==> config.mk <==
export PLATFORM = sky130hd
export DESIGN_NAME = start_fifo_srl_ctrl
export DESIGN_NICKNAME = d
export VERILOG_FILES = /design/src/rtl/start_fifo_srl_ctrl.sv
export SDC_FILE = /design/constraint.sdc
export NUM_CORES = 1
export LEC_CHECK = 0
export BUFFER_PORTS_ARGS = -buffer_cell sky130_fd_sc_hd__buf_2
export CORE_AREA = 2 2 39 41
export CTS_CLUSTER_SIZE = 8
export DETAILED_ROUTE_END_ITERATION = 6
export DIE_AREA = 0 0 41 43
export PLACE_DENSITY = 0.41
export SKIP_CTS_REPAIR_TIMING = 1
export SYNTH_ARGS = -nofsm -noshare
export SYNTH_HDL_FRONTEND = slang
export SYNTH_SLANG_ARGS = --single-unit
export TNS_END_PERCENT = 10
==> constraint.sdc <==
create_clock -name clk -period 1.55 [get_ports clk]
set_input_delay 0.31 -clock clk [delete_from_list [all_inputs] [get_ports clk]]
set_output_delay 0.31 -clock clk [all_outputs]
set_load 0.02 [all_outputs]
==> src/rtl/start_fifo_srl_ctrl.sv <==
// Control for an SRL-backed FIFO with a registered head stage.
// Capacity is DEPTH entries in the external SRL plus one in the head register.
module start_fifo_srl_ctrl #(
  parameter int DATA_WIDTH = 1,
  parameter int ADDR_WIDTH = 1,
  parameter int DEPTH      = 2
) (
  input  logic                  clk,
  input  logic                  rst_n,
  input  logic                  if_write,
  input  logic [DATA_WIDTH-1:0] if_din,
  output logic                  if_full_n,
  input  logic                  if_read,
  output logic [DATA_WIDTH-1:0] if_dout,
  output logic                  if_empty_n,
  output logic [ADDR_WIDTH+1:0] usedw,
  output logic                  shift_we,
  output logic [ADDR_WIDTH-1:0] shift_addr,
  output logic [DATA_WIDTH-1:0] shift_din,
  input  logic [DATA_WIDTH-1:0] shift_dout
);

  localparam logic [ADDR_WIDTH:0] DEPTH_CNT = (ADDR_WIDTH+1)'(DEPTH);

  typedef enum logic [1:0] {
    ST_EMPTY,
    ST_HEAD,
    ST_BODY
  } state_t;

  logic [ADDR_WIDTH:0]   srl_cnt;
  logic [ADDR_WIDTH:0]   srl_cnt_nxt;
  logic [ADDR_WIDTH:0]   srl_cnt_m1;
  logic                  head_valid;
  logic                  head_valid_nxt;
  logic [DATA_WIDTH-1:0] head_data;
  logic [DATA_WIDTH-1:0] head_data_nxt;
  state_t                state;
  logic                  push;
  logic                  pop;
  logic                  load;
  logic                  srl_pop;

  always_ff @(posedge clk or negedge rst_n) begin
    if (!rst_n) begin
      srl_cnt    <= '0;
      head_valid <= 1'b0;
      head_data  <= '0;
    end else begin
      srl_cnt    <= srl_cnt_nxt;
      head_valid <= head_valid_nxt;
      head_data  <= head_data_nxt;
    end
  end

  // The three states are a decode of the occupancy registers, not extra state.
  always_comb begin
    state = ST_EMPTY;
    if (head_valid) begin
      state = (srl_cnt == '0) ? ST_HEAD : ST_BODY;
    end
  end

  always_comb begin
    if_full_n  = (srl_cnt != DEPTH_CNT);
    if_empty_n = head_valid;
    if_dout    = head_data;
    shift_din  = if_din;
    usedw      = {1'b0, srl_cnt} + {{(ADDR_WIDTH+1){1'b0}}, head_valid};
    srl_cnt_m1 = srl_cnt - 1'b1;
    shift_addr = (srl_cnt != '0) ? srl_cnt_m1[ADDR_WIDTH-1:0] : '0;
  end

  always_comb begin
    push    = if_write & if_full_n;
    pop     = if_read & head_valid;
    load    = ~head_valid | pop;
    srl_pop = 1'b0;

    shift_we       = 1'b0;
    head_valid_nxt = head_valid;
    head_data_nxt  = head_data;

    unique case (state)
      ST_EMPTY: begin
        // Head is empty, SRL is empty: an accepted write bypasses to the head.
        if (push) begin
          head_valid_nxt = 1'b1;
          head_data_nxt  = if_din;
        end
      end
      ST_HEAD: begin
        if (pop) begin
          if (push) begin
            head_data_nxt = if_din;
          end else begin
            head_valid_nxt = 1'b0;
          end
        end else begin
          shift_we = push;
        end
      end
      ST_BODY: begin
        // The head reload reads the pre-edge oldest entry while the SRL shifts,
        // so a concurrent write and refill preserve order.
        shift_we = push;
        if (pop) begin
          srl_pop       = 1'b1;
          head_data_nxt = shift_dout;
        end
      end
      default: begin
        head_valid_nxt = 1'b0;
      end
    endcase

    srl_cnt_nxt = srl_cnt;
    if (shift_we && !srl_pop) begin
      srl_cnt_nxt = srl_cnt + 1'b1;
    end else if (!shift_we && srl_pop) begin
      srl_cnt_nxt = srl_cnt - 1'b1;
    end
  end

  // load is fully resolved through the state decode above.
  logic unused_load;
  assign unused_load = load;

endmodule

==> Yosys cells after proc, flatten, opt, wreduce, memory -nomap -nowiden <==
Index checks and enable logic that the tools add are counted.
{ "word_totals": {"ramBits": 0, "wordCells": 44, "mem_count": 0, "reg_bits": 4, "rom_bits": 0, "latchBits": 0, "out_inout_bits": 9} }
{ "op_classes": {"n_bitwise": 3, "mux": 17, "mul": 0, "magnitude_cmp": 0, "n_div": 0, "n_reduce_logical": 11, "eq_ne": 7, "shift": 0, "n_addsub": 3} }
{ "ops": {"columns": ["cell", "count"], "rows": [
  ["1-bit 2-to-1 mux", 10],
  ["2-bit inequality test (second input constant)", 5],
  ["2-bit 2-to-1 mux", 4],
  ["1-bit case mux with 3 select lines", 2],
  ["2-bit logical NOT", 2],
  ["4-bit AND reduction", 1],
  ["2-bit nonzero test", 2],
  ["2-bit by 1-bit adder with 3-bit output", 1],
  ["3-bit AND reduction", 1],
  ["3-bit nonzero test", 1],
  ["2-bit by 1-bit adder with 2-bit output (second input constant)", 1],
  ["1-bit bitwise AND", 2],
  ["2-bit by 1-bit == test with 1-bit output (second input constant)", 1],
  ["2-bit == test (second input constant)", 1],
  ["1-bit logical AND", 2],
  ["1-bit logical NOT", 2],
  ["1-bit case mux with 2 select lines", 1],
  ["2-bit by 1-bit subtractor with 2-bit output (second input constant)", 1],
  ["1-bit inverter", 1]
]} }

==> Depth between registers and ports, before layout <==
Gate-level depths: netlist of run 1.
{ "depth": {"depth_word": 9, "mapped_depth": 8, "depth_no_buf": 8} }

==> Least setup slack after synthesis of run 1 <==
Ideal clock, no wire load.
{ "synth_path": {"path_type": "register -> register", "from": "register srl_cnt[0]", "to": "register srl_cnt[1]", "period_less_slack_ps": 1821, "slack_ps": -271, "stages_incl_launch_ff": 8, "setup_ps": 127, "arrival_ps": 1694, "required_ps": 1423, "path_buffers": 0, "path_cell_list": "dfrtp_1 -> inv_1 -> ha_1 -> nand2b_1 -> nor2_1 -> ha_1 -> nand2_1 -> o21ai_0"} }
{ "synth_between": {"elab_chain_len": 8, "elab_cells_between_ends": 19} }
{ "synth_rtl": {"columns": ["element", "line_no", "rtl"], "rows": [
  ["from (decl)", "31", "logic [ADDR_WIDTH:0] srl_cnt;"],
  ["from (signal assigned)", "50", "srl_cnt <= srl_cnt_nxt;"],
  ["2-bit logical NOT", "60", "state = (srl_cnt == '0) ? ST_HEAD : ST_BODY;"],
  ["2-bit 2-to-1 mux", "60", null],
  ["2-bit 2-to-1 mux", "59", "if (head_valid) begin"],
  ["2-bit == test or 2-bit by 1-bit == test with 1-bit output (tied branches)", "84", "unique case (state)"],
  ["1-bit case mux with 2 select lines *", "84", null],
  ["named net shift_we", "17", "output logic shift_we,"],
  ["1-bit logical NOT", "120", "end else if (!shift_we && srl_pop) begin"],
  ["1-bit logical AND", "120", null],
  ["2-bit nonzero test (no source line)", null, null]
]} }
Mark *: on every way through the listed nets, which the timed path passes. The rest lies on a longest branch. The select of a mux whose other input is x is not followed.
A chain may end at the register's enable or synchronous reset.

==> Worst setup path in the final report of run 1 <==
{ "layout_path": {"from": "register srl_cnt[0]", "to": "output usedw[1]"} }
{ "layout_between": {"elab_chain_len": 1} }
{ "layout_rtl": {"columns": ["element", "line_no", "rtl"], "rows": [
  ["2-bit by 1-bit adder with 3-bit output", "69", "usedw = {1'b0, srl_cnt} + {{(ADDR_WIDTH+1){1'b0}}, head_valid};"],
  ["to (decl)", "16", "output logic [ADDR_WIDTH+1:0] usedw,"]
]} }
No other way between the ends.

==> impl_metrics.yaml, run 1 <==
run_status:
  outcome: "complete, but fails checks"
  violations: "setup timing"
pwr:
  power.clock.fraction_pct: 10.4
  peakVddDrop_mv: 0.767
  power.internal_mw: 0.715
  powerDensity_nw_per_um2: 2590
  combPwrFrac_pct: 71.7
  power.leakage_nw: 0.231
  power_frac_seq_pct: 17.9
  p_switching_mw: 0.579
  switching_share_pct: 44.7
worst_setup_path:
  r2r_setup_slack_ns: 0.09
  end_kind: "output pin"
  crit_slowest_cell: "dfrtp_1"
  required_ns: 1.24
  crit_fanout: 2
  worstPathCellList: "buf_6, ha_4, ha_4, buf_6"
  cp.arrival_ns: 1.27
  max_stage_delay_ns: 0.39
  start_kind: "register"
  worstSetupPathType: "register to output pin"
grt:
  grt_pass1_wl_mm: 1.01
  overflow: 0
  grt_usage_pct: 8.78
  grt_pass1_vias: 264
  antenna_found_initial: 0
  grt_max_degree: 7
floorplan:
  io_pins: 15
  fp-row-count: 14
  die-area_sq_um: 1760
  chipWidth_microns: 41
  initial_utilization_pct: 20.3
  coreArea_sq_um: 1380
  fp.dieH_microns: 43
logic_synthesis:
  synth_top_area_share_pct: 35.7
  ys_seq_area_share_pct: 35.7
  ys_ff_latch: 4
  synth-edff-count: 0
  avgSynthCellArea_sq_um: 10.0
  synthFlopType: "dfrtp_1"
  async_flop_share_pct: 100
  synth_commonest_cells: "ha_1 (5), dfrtp_1 (4), nand2_1 (4), inv_1 (3), nand2b_1 (2)"
  syn_nets: 39
  synthCells: 28
  yosysMostFrequentCell: "ha_1"
  synth_cell_types: 15
  synth_top_area_cell: "dfrtp_1"
  synth_area_leaders: "dfrtp_1 (36%), ha_1 (22%), mux2_4 (5.4%), nand2_1 (5.4%), nand2b_1 (4.5%)"
  synthesis.area_sq_um: 280
  yosysWarnings: 0
cells_and_area:
  final_core_util_pct: 36.1
  diodes: 0
  finish.instance_area_sq_um: 499
  area_delta_synth_final_pct: 78.1
  layout.nets: 60
  drive_gt1_share_pct: 70.2
timing:
  setup-tns-final_ns: -0.0279
  post-route-period-util_pct: 102
  worst_pin_slew_ns: 0.147
  fin_crit_ns: 1.58
  setup_violations: 1
  relSlewSlack_pct: 90.2
  hold_viol: 0
  worst_slack_ns: -0.0279
  slew_violations: 0
  clock_skew_ns: 0.0135
  max_freq_ghz: 0.634
  rsz0062_at_grt: "yes"
clock_network:
  cts_tree: "done"
  h-tree-depth: 1
  cts_made_buffers: 3
  clk_latency_ns: 0.24
  path_clk_slew_ns: 0.05
  clockRootBuffer: "clkbuf_4"
  cts_buffer_depth: 2
  cts.sinks: 4
placed_design:
  port_buffers: 14
  place_congestion: 0.702
  post_dp_cell_area_sq_um: 388
job:
  maxCapViolCount: 0
drt:
  viasPerCell: 4.08
  vias: 257
  dr.first_iter.drc_count: 1
  drc_errors: 0
  routed_wl_microns: 717
  drt_pre_antenna_iters: 2
  antenna_left: 0
  wl_per_cell_microns: 11.4
min_path:
  hp-class: "primary input to register"
[path summary, 6_finish.rpt]
check / to / start / depth (start not counted)
worst max-delay path: usedw[1] / srl_cnt[0] / 4
worst min-delay path: if_empty_n / if_write / 3
worst max register to register: if_dout / srl_cnt[1] / 5
worst min register to register: if_dout / if_dout / 1
max in group asynchronous: srl_cnt[1] / rst_n / 2
min in group asynchronous: if_dout / rst_n / 2
[per-stage QoR]
stage          total power [mW]  hold WS [ns]  cells  setup slack, ns
6_report                   1.29         0.347     63          -0.0279
5_1_grt                    1.43         0.353     63          -0.0677
4_1_cts                    1.06        -0.131     61           -0.103
3_5_place_dp              0.920         0.122     58           0.0368
3_3_place_gp              0.911         0.120     58           0.0691
2_1_floorplan             0.746        0.0144     28           0.0269
[layer usage]
layer | GRT usage, % | routed length (microns)
met2 | 13.8 | 409
met4 | 0 | 0
met1 | 9.15 | 255
met5 | 0 | 0
met3 | 7.85 | 51
[registers in the layout, summed over array words and instances, names as in the netlist]
signal,flops
srl_cnt,2
if_dout,1
if_empty_n,1
[layout make-up]
cell class | instances | area (sq um)
fillers | 138 | 885
multi-input cells | 20 | 231
repair buffers | 17 | 111
flip-flops and latches | 4 | 103
clock buffers | 3 | 22.5
well taps | 16 | 20.0
inverters | 3 | 11.3
[kinds of logic (layout without fill, tap and decap cells)]
kind of cell	after synthesis	after routing	synth area share [%]
compound gates	2	2	3.57
xor+xnor	2	2	6.25
fa+ha+maj	5	5	22.3
buf+inv	4	23	6.70
flops	4	4	35.7
mux	2	2	9.37
simple gates	9	9	16.1
[placed cells by master, fill, tap and decap left out]
cell	n
inv_1	1
nor2b_1	1
mux2_4	1
buf_6	3
nor2_4	1
mux2_2	1
o21ai_0	1
xor2_1	1
nand2b_1	1
nand2b_4	1
buf_4	1
clkbuf_4	3
buf_2	12
ha_1	1
inv_2	2
dlygate4sd3_1	1
dfrtp_2	2
ha_4	4
xnor2_1	1
nand2_1	2
nand3b_1	1
nand2_2	2
dfrtp_1	2
a21oi_1	1
[power by group through the flow]
stage / registers [mW] / logic (mW) / clock network, mW
3_3_place_gp: 0.209 / 0.701 / 0
4_1_cts: 0.210 / 0.711 / 0.135
5_1_grt: 0.240 / 1.04 / 0.145
6_report: 0.232 / 0.928 / 0.135
2_1_floorplan: 0.236 / 0.510 / 0
3_5_place_dp: 0.211 / 0.709 / 0
[worst max-delay path, delay by kind of cell (launching register included)]
kind | cells | cell delay (ns)
flops | 1 | 0.39
fa+ha+maj | 2 | 0.41
buf+inv | 2 | 0.23
Power figures use the tool's default switching activity.
==> run 2, diff against run 1 <==
--- a/config.mk
+++ b/config.mk
@@ -10,7 +10,7 @@
 export CTS_CLUSTER_SIZE = 8
 export DETAILED_ROUTE_END_ITERATION = 6
 export DIE_AREA = 0 0 41 43
-export PLACE_DENSITY = 0.41
+export PLACE_DENSITY = 0.47
 export SKIP_CTS_REPAIR_TIMING = 1
 export SYNTH_ARGS = -nofsm -noshare
 export SYNTH_HDL_FRONTEND = slang
==> run 2 against run 1 <==
Compared with the run above:
- the run still ends with setup timing left
- critical path depth is the same
- maximum frequency is 0.60% higher
- die area stayed put
- setup slack better by 0.0095 ns
- core utilization up 0.45 points
- combinational power down 2%
- sequential share of layout area down 0.50 points
- flip-flop and latch count stayed put
- clock-buffer cell count is the same
- critical path type unchanged
- largest cell class unchanged
==> impl_metrics.yaml, run 2 (same netlist as run 1, synthesis figures left out) <==
run_status:
  outcome: "complete, but fails checks"
  violations: "setup timing"
placed_design:
  port_buffers: 14
  post_dp_cell_area_sq_um: 388
  pre_cts_slack_ns: 0.0420
  place_congestion: 0.615
timing:
  rsz0062_at_grt: "yes"
  hold_viol: 0
  fin_crit_ns: 1.57
  slew_violations: 0
  relSlewSlack_pct: 83.2
  worst_slack_ns: -0.0184
  worst_pin_slew_ns: 0.252
  clock_skew_ns: 0.000501
  setup-tns-final_ns: -0.0184
  max_freq_ghz: 0.638
  setup_violations: 1
  post-route-period-util_pct: 101
cells_and_area:
  final_core_util_pct: 36.5
  area_delta_synth_final_pct: 80.4
  nFillCells: 143
  largest-register: "srl_cnt"
  final_common_cell: "buf_2"
  diodes: 0
  final_cell_mix: "buf_2 (12), ha_4 (4), clkbuf_4 (3), dfrtp_1 (3), buf_6 (3)"
  layout.nets: 61
  largest_reg_flops: 2
  drive_gt1_share_pct: 68.8
  finish.instance_area_sq_um: 505
grt:
  grt_pass1_wl_microns: 738
  antenna_found_initial: 0
  grt_pass1_vias: 209
  overflow: 0
  grt_max_degree: 7
  grt_usage_pct: 6.65
clock_network:
  path_clk_slew_ns: 0.04
  h-tree-depth: 1
  cts.sinks: 4
  cts_buffer_depth: 2
  cts_made_buffers: 3
  clk_latency_ns: 0.23
  clockRootBuffer: "clkbuf_4"
  cts_tree: "done"
drt:
  viasPerCell: 4.11
  vias: 263
  dr.first_iter.drc_count: 0
  drt_pre_antenna_iters: 1
  routed_wl_microns: 543
  wl_per_cell_microns: 8.48
  antenna_left: 0
  drc_errors: 0
worst_setup_path:
  start_kind: "register"
  r2r_end: "if_dout"
  crit_fanout: 2
  r2r_cells: 5
  r2r_setup_slack_ns: 0.09
  required_ns: 1.24
  worstSetupPathType: "register to output pin"
  worstPathCellList: "buf_6, ha_4, ha_4, buf_6"
  rr_startpoint: "srl_cnt[1]"
  max_stage_delay_ns: 0.39
  cp.arrival_ns: 1.26
  crit_slowest_cell: "dfrtp_1"
  end_kind: "output pin"
floorplan:
  chipWidth_microns: 41
  die-area_sq_um: 1760
  initial_utilization_pct: 20.3
  coreArea_sq_um: 1380
  io_pins: 15
  fp.dieH_microns: 43
  fp-row-count: 14
min_path:
  hp-class: "primary input to register"
  hp-start: "if_write"
  hold_depth: 3
  min_to: "if_empty_n"
pwr:
  peakVddDrop_mv: 0.782
  power.leakage_nw: 0.236
  powerDensity_nw_per_um2: 2510
job:
  maxCapViolCount: 0
[run 2: changes by cell type in the layout (fill, tap and decap cells not counted)]
cell,delta
dfrtp_2,-1
buf_4,+1
dfrtp_1,+1
[run 2: routing by layer]
layer,vias to the layer above,global-route usage [%],wire (microns)
met5,-,0,0
met4,0,6.00,0
met3,0,3.14,37
met2,5,9.06,297
met1,127,7.17,208
li1,131,-,-
[run 2: worst max-delay path by stage]
stage	start	end	slack, ns	cells past startpoint
CTS	srl_cnt[1]	shift_we	-0.09	6
global route	srl_cnt[0]	usedw[1]	-0.06	4
detailed placement	srl_cnt[1]	if_dout	0.04	5
finish	srl_cnt[0]	usedw[1]	-0.02	4
global placement	srl_cnt[1]	if_dout	0.06	5
floorplan	srl_cnt[0]	srl_cnt[1]	0.03	7
[run 2: power breakdown]
group          internal, mW  total (mW)  switching [mW]  leakage [nW]
clock                0.0864       0.126          0.0398        0.0138
combinational         0.465       0.913           0.448         0.178
sequential            0.164       0.228          0.0642        0.0443
[run 2: area by class of cell]
| class | instances | area [sq um] | share of cell area (%) |
|---|---|---|---|
| multi-input combinational | 20 | 231 | 45.8 |
| timing repair buffer | 18 | 119 | 23.5 |
| clock buffer | 3 | 22.5 | 4.46 |
| sequential | 4 | 101 | 20.0 |
| tap | 16 | 20.0 | 3.96 |
| inverter | 3 | 11.3 | 2.23 |
[run 2: worst max-delay path: cells and delay by family, from the launching register on]
kind	cells	cell delay (ns)
DFF	1	0.39
adders and majority gates	2	0.40
buffers and inverters	2	0.23
[run 2: per-stage QoR]
| stage | hold slack, ns | instances | power [mW] |
|---|---|---|---|
| floorplan | 0.0144 | 28 | 0.746 |
| global placement | 0.119 | 58 | 0.911 |
| detailed placement | 0.121 | 58 | 0.904 |
| CTS | -0.124 | 61 | 1.04 |
| global route | 0.364 | 64 | 1.36 |
| finish | 0.350 | 64 | 1.27 |
==> run 3, diff against run 2 <==
--- a/config.mk
+++ b/config.mk
@@ -6,11 +6,14 @@
 export NUM_CORES = 1
 export LEC_CHECK = 0
 export BUFFER_PORTS_ARGS = -buffer_cell sky130_fd_sc_hd__buf_2
+export CELL_PAD_IN_SITES_DETAIL_PLACEMENT = 2
+export CELL_PAD_IN_SITES_GLOBAL_PLACEMENT = 2
 export CORE_AREA = 2 2 39 41
 export CTS_CLUSTER_SIZE = 8
 export DETAILED_ROUTE_END_ITERATION = 6
 export DIE_AREA = 0 0 41 43
-export PLACE_DENSITY = 0.47
+export PLACE_DENSITY = 0.71
+export REMOVE_ABC_BUFFERS = 1
 export SKIP_CTS_REPAIR_TIMING = 1
 export SYNTH_ARGS = -nofsm -noshare
 export SYNTH_HDL_FRONTEND = slang
==> run 3 against run 2 <==
Compared with the run above:
- the run still ends with setup timing left
- setup slack got worse by 0.0051 ns
- combinational power is 8.7% higher
- sequential power is 4% higher
- critical path type unchanged
- highest routed layer unchanged
==> impl_metrics.yaml, run 3 (same netlist as run 1, synthesis figures left out) <==
cells_and_area:
  final_core_util_pct: 37.1
  layout.nets: 62
  final_cell_mix: "buf_2 (12), ha_4 (4)"
  area_delta_synth_final_pct: 83.0
  largest_reg_flops: 2
  largest-register: "srl_cnt"
  drive_gt1_share_pct: 69.4
  final_common_cell: "buf_2"
  diodes: 0
worst_setup_path:
  crit_slowest_cell: "dfrtp_2"
  r2r_end: "if_dout"
  worstSetupPathType: "register to output pin"
  worst-path-stages: 4
  crit_start: "srl_cnt[1]"
  max_stage_delay_ns: 0.45
  end_kind: "output pin"
  cp.arrival_ns: 1.26
  start_kind: "register"
  worst-path-buf-inv: 1
  crit_end: "shift_we"
  required_ns: 1.24
  rr_startpoint: "srl_cnt[1]"
  r2r_cells: 5
  worstPathCellList: "ha_4, nand2b_4, nor2_4, buf_6"
  r2r_setup_slack_ns: 0
  path_delay_family: "flip-flops"
  crit_fanout: 4
clock_network:
  cts_tree: "done"
  clk_latency_ns: 0.23
  path_clk_slew_ns: 0.03
  cts_made_buffers: 3
  clockRootBuffer: "clkbuf_4"
  cts.sinks: 4
  h-tree-depth: 1
  cts_buffer_depth: 2
drt:
  drc_errors: 0
  vias: 267
  dr.first_iter.drc_count: 0
  antenna_left: 0
  viasPerCell: 4.11
  routed_wl_microns: 818
  wl_per_cell_microns: 12.6
  drt_pre_antenna_iters: 1
timing:
  rsz0062_at_grt: "yes"
  fin_crit_ns: 1.57
  max_freq_ghz: 0.636
  worst_slack_ns: -0.0235
  setup_violations: 2
  worst_pin_slew_ns: 0.271
  holdWs_ns: 0.369
  post-route-period-util_pct: 102
  hold_viol: 0
  setup-tns-final_ns: -0.0455
  relSlewSlack_pct: 81.9
  clock_skew_ns: 0.000550
  slew_violations: 0
grt:
  grt_pass1_wl_microns: 945
  grt_max_degree: 7
  antenna_found_initial: 0
  grt_usage_pct: 8.27
  overflow: 0
  grt_pass1_vias: 243
floorplan:
  io_pins: 15
  fp-row-count: 14
  coreArea_sq_um: 1380
  die-area_sq_um: 1760
  chipWidth_microns: 41
  initial_utilization_pct: 20.3
  fp.dieH_microns: 43
pwr:
  finalPower_mw: 1.35
  peakVddDrop_mv: 0.767
  power.leakage_nw: 0.242
  powerDensity_nw_per_um2: 2640
run_status:
  violations: "setup timing"
  outcome: "complete, but fails checks"
min_path:
  hold_depth: 3
  hp-class: "primary input to register"
placed_design:
  port_buffers: 14
  hpwl_microns: 561
  pre_cts_slack_ns: -0.00361
  place_congestion: 0.608
job:
  maxCapViolCount: 0
==> run 3: metrics by stage <==
stage	cell area [sq um]	std cells
global route	513	65
CTS	393	61
detailed placement	370	58
finish	513	65
global placement	370	58
floorplan	273	27
==> run 3: how the worst min path moves through the flow <==
stage / from / to
2_1_floorplan: rst_n / if_dout
3_3_place_gp: rst_n / if_dout
3_5_place_dp: rst_n / if_dout
4_1_cts: rst_n / if_dout
5_1_grt: if_write / if_empty_n
6_report: if_write / if_empty_n
==> run 3: final cells by class <==
type | instances | area, sq um
flip-flops and latches | 4 | 101
repair buffers | 19 | 126
clock buffers | 3 | 22.5
multi-input cells | 20 | 231
inverters | 3 | 11.3
fillers | 151 | 871
well taps | 16 | 20.0
==> run 3: per-layer routing <==
| metal | vias up | GRT usage (%) | wire length [microns] |
|---|---|---|---|
| li1 | 135 | - | - |
| met1 | 127 | 8.17 | 308 |
| met2 | 5 | 14.1 | 479 |
| met3 | 0 | 1.57 | 30 |
| met4 | 0 | 6.00 | 0 |
| met5 | - | 0 | 0 |
==> run 3: worst register-to-register path: cells and delay by family (launching register included) <==
family                   cells  cell delay [ns]
flip-flops                   1             0.43
AND/OR/NAND/NOR              1             0.19
buffers and inverters        1             0.06
multiplexers                 2             0.58
adder cells (fa/ha/maj)      1             0.17
==> run 3: power by group <==
group / internal (mW) / total [mW] / switching, mW / leakage (nW)
clock: 0.0863 / 0.124 / 0.0375 / 0.0138
combinational: 0.497 / 0.992 / 0.495 / 0.184
sequential: 0.164 / 0.238 / 0.0741 / 0.0443
total: 0.747 / 1.35 / 0.607 / 0.242
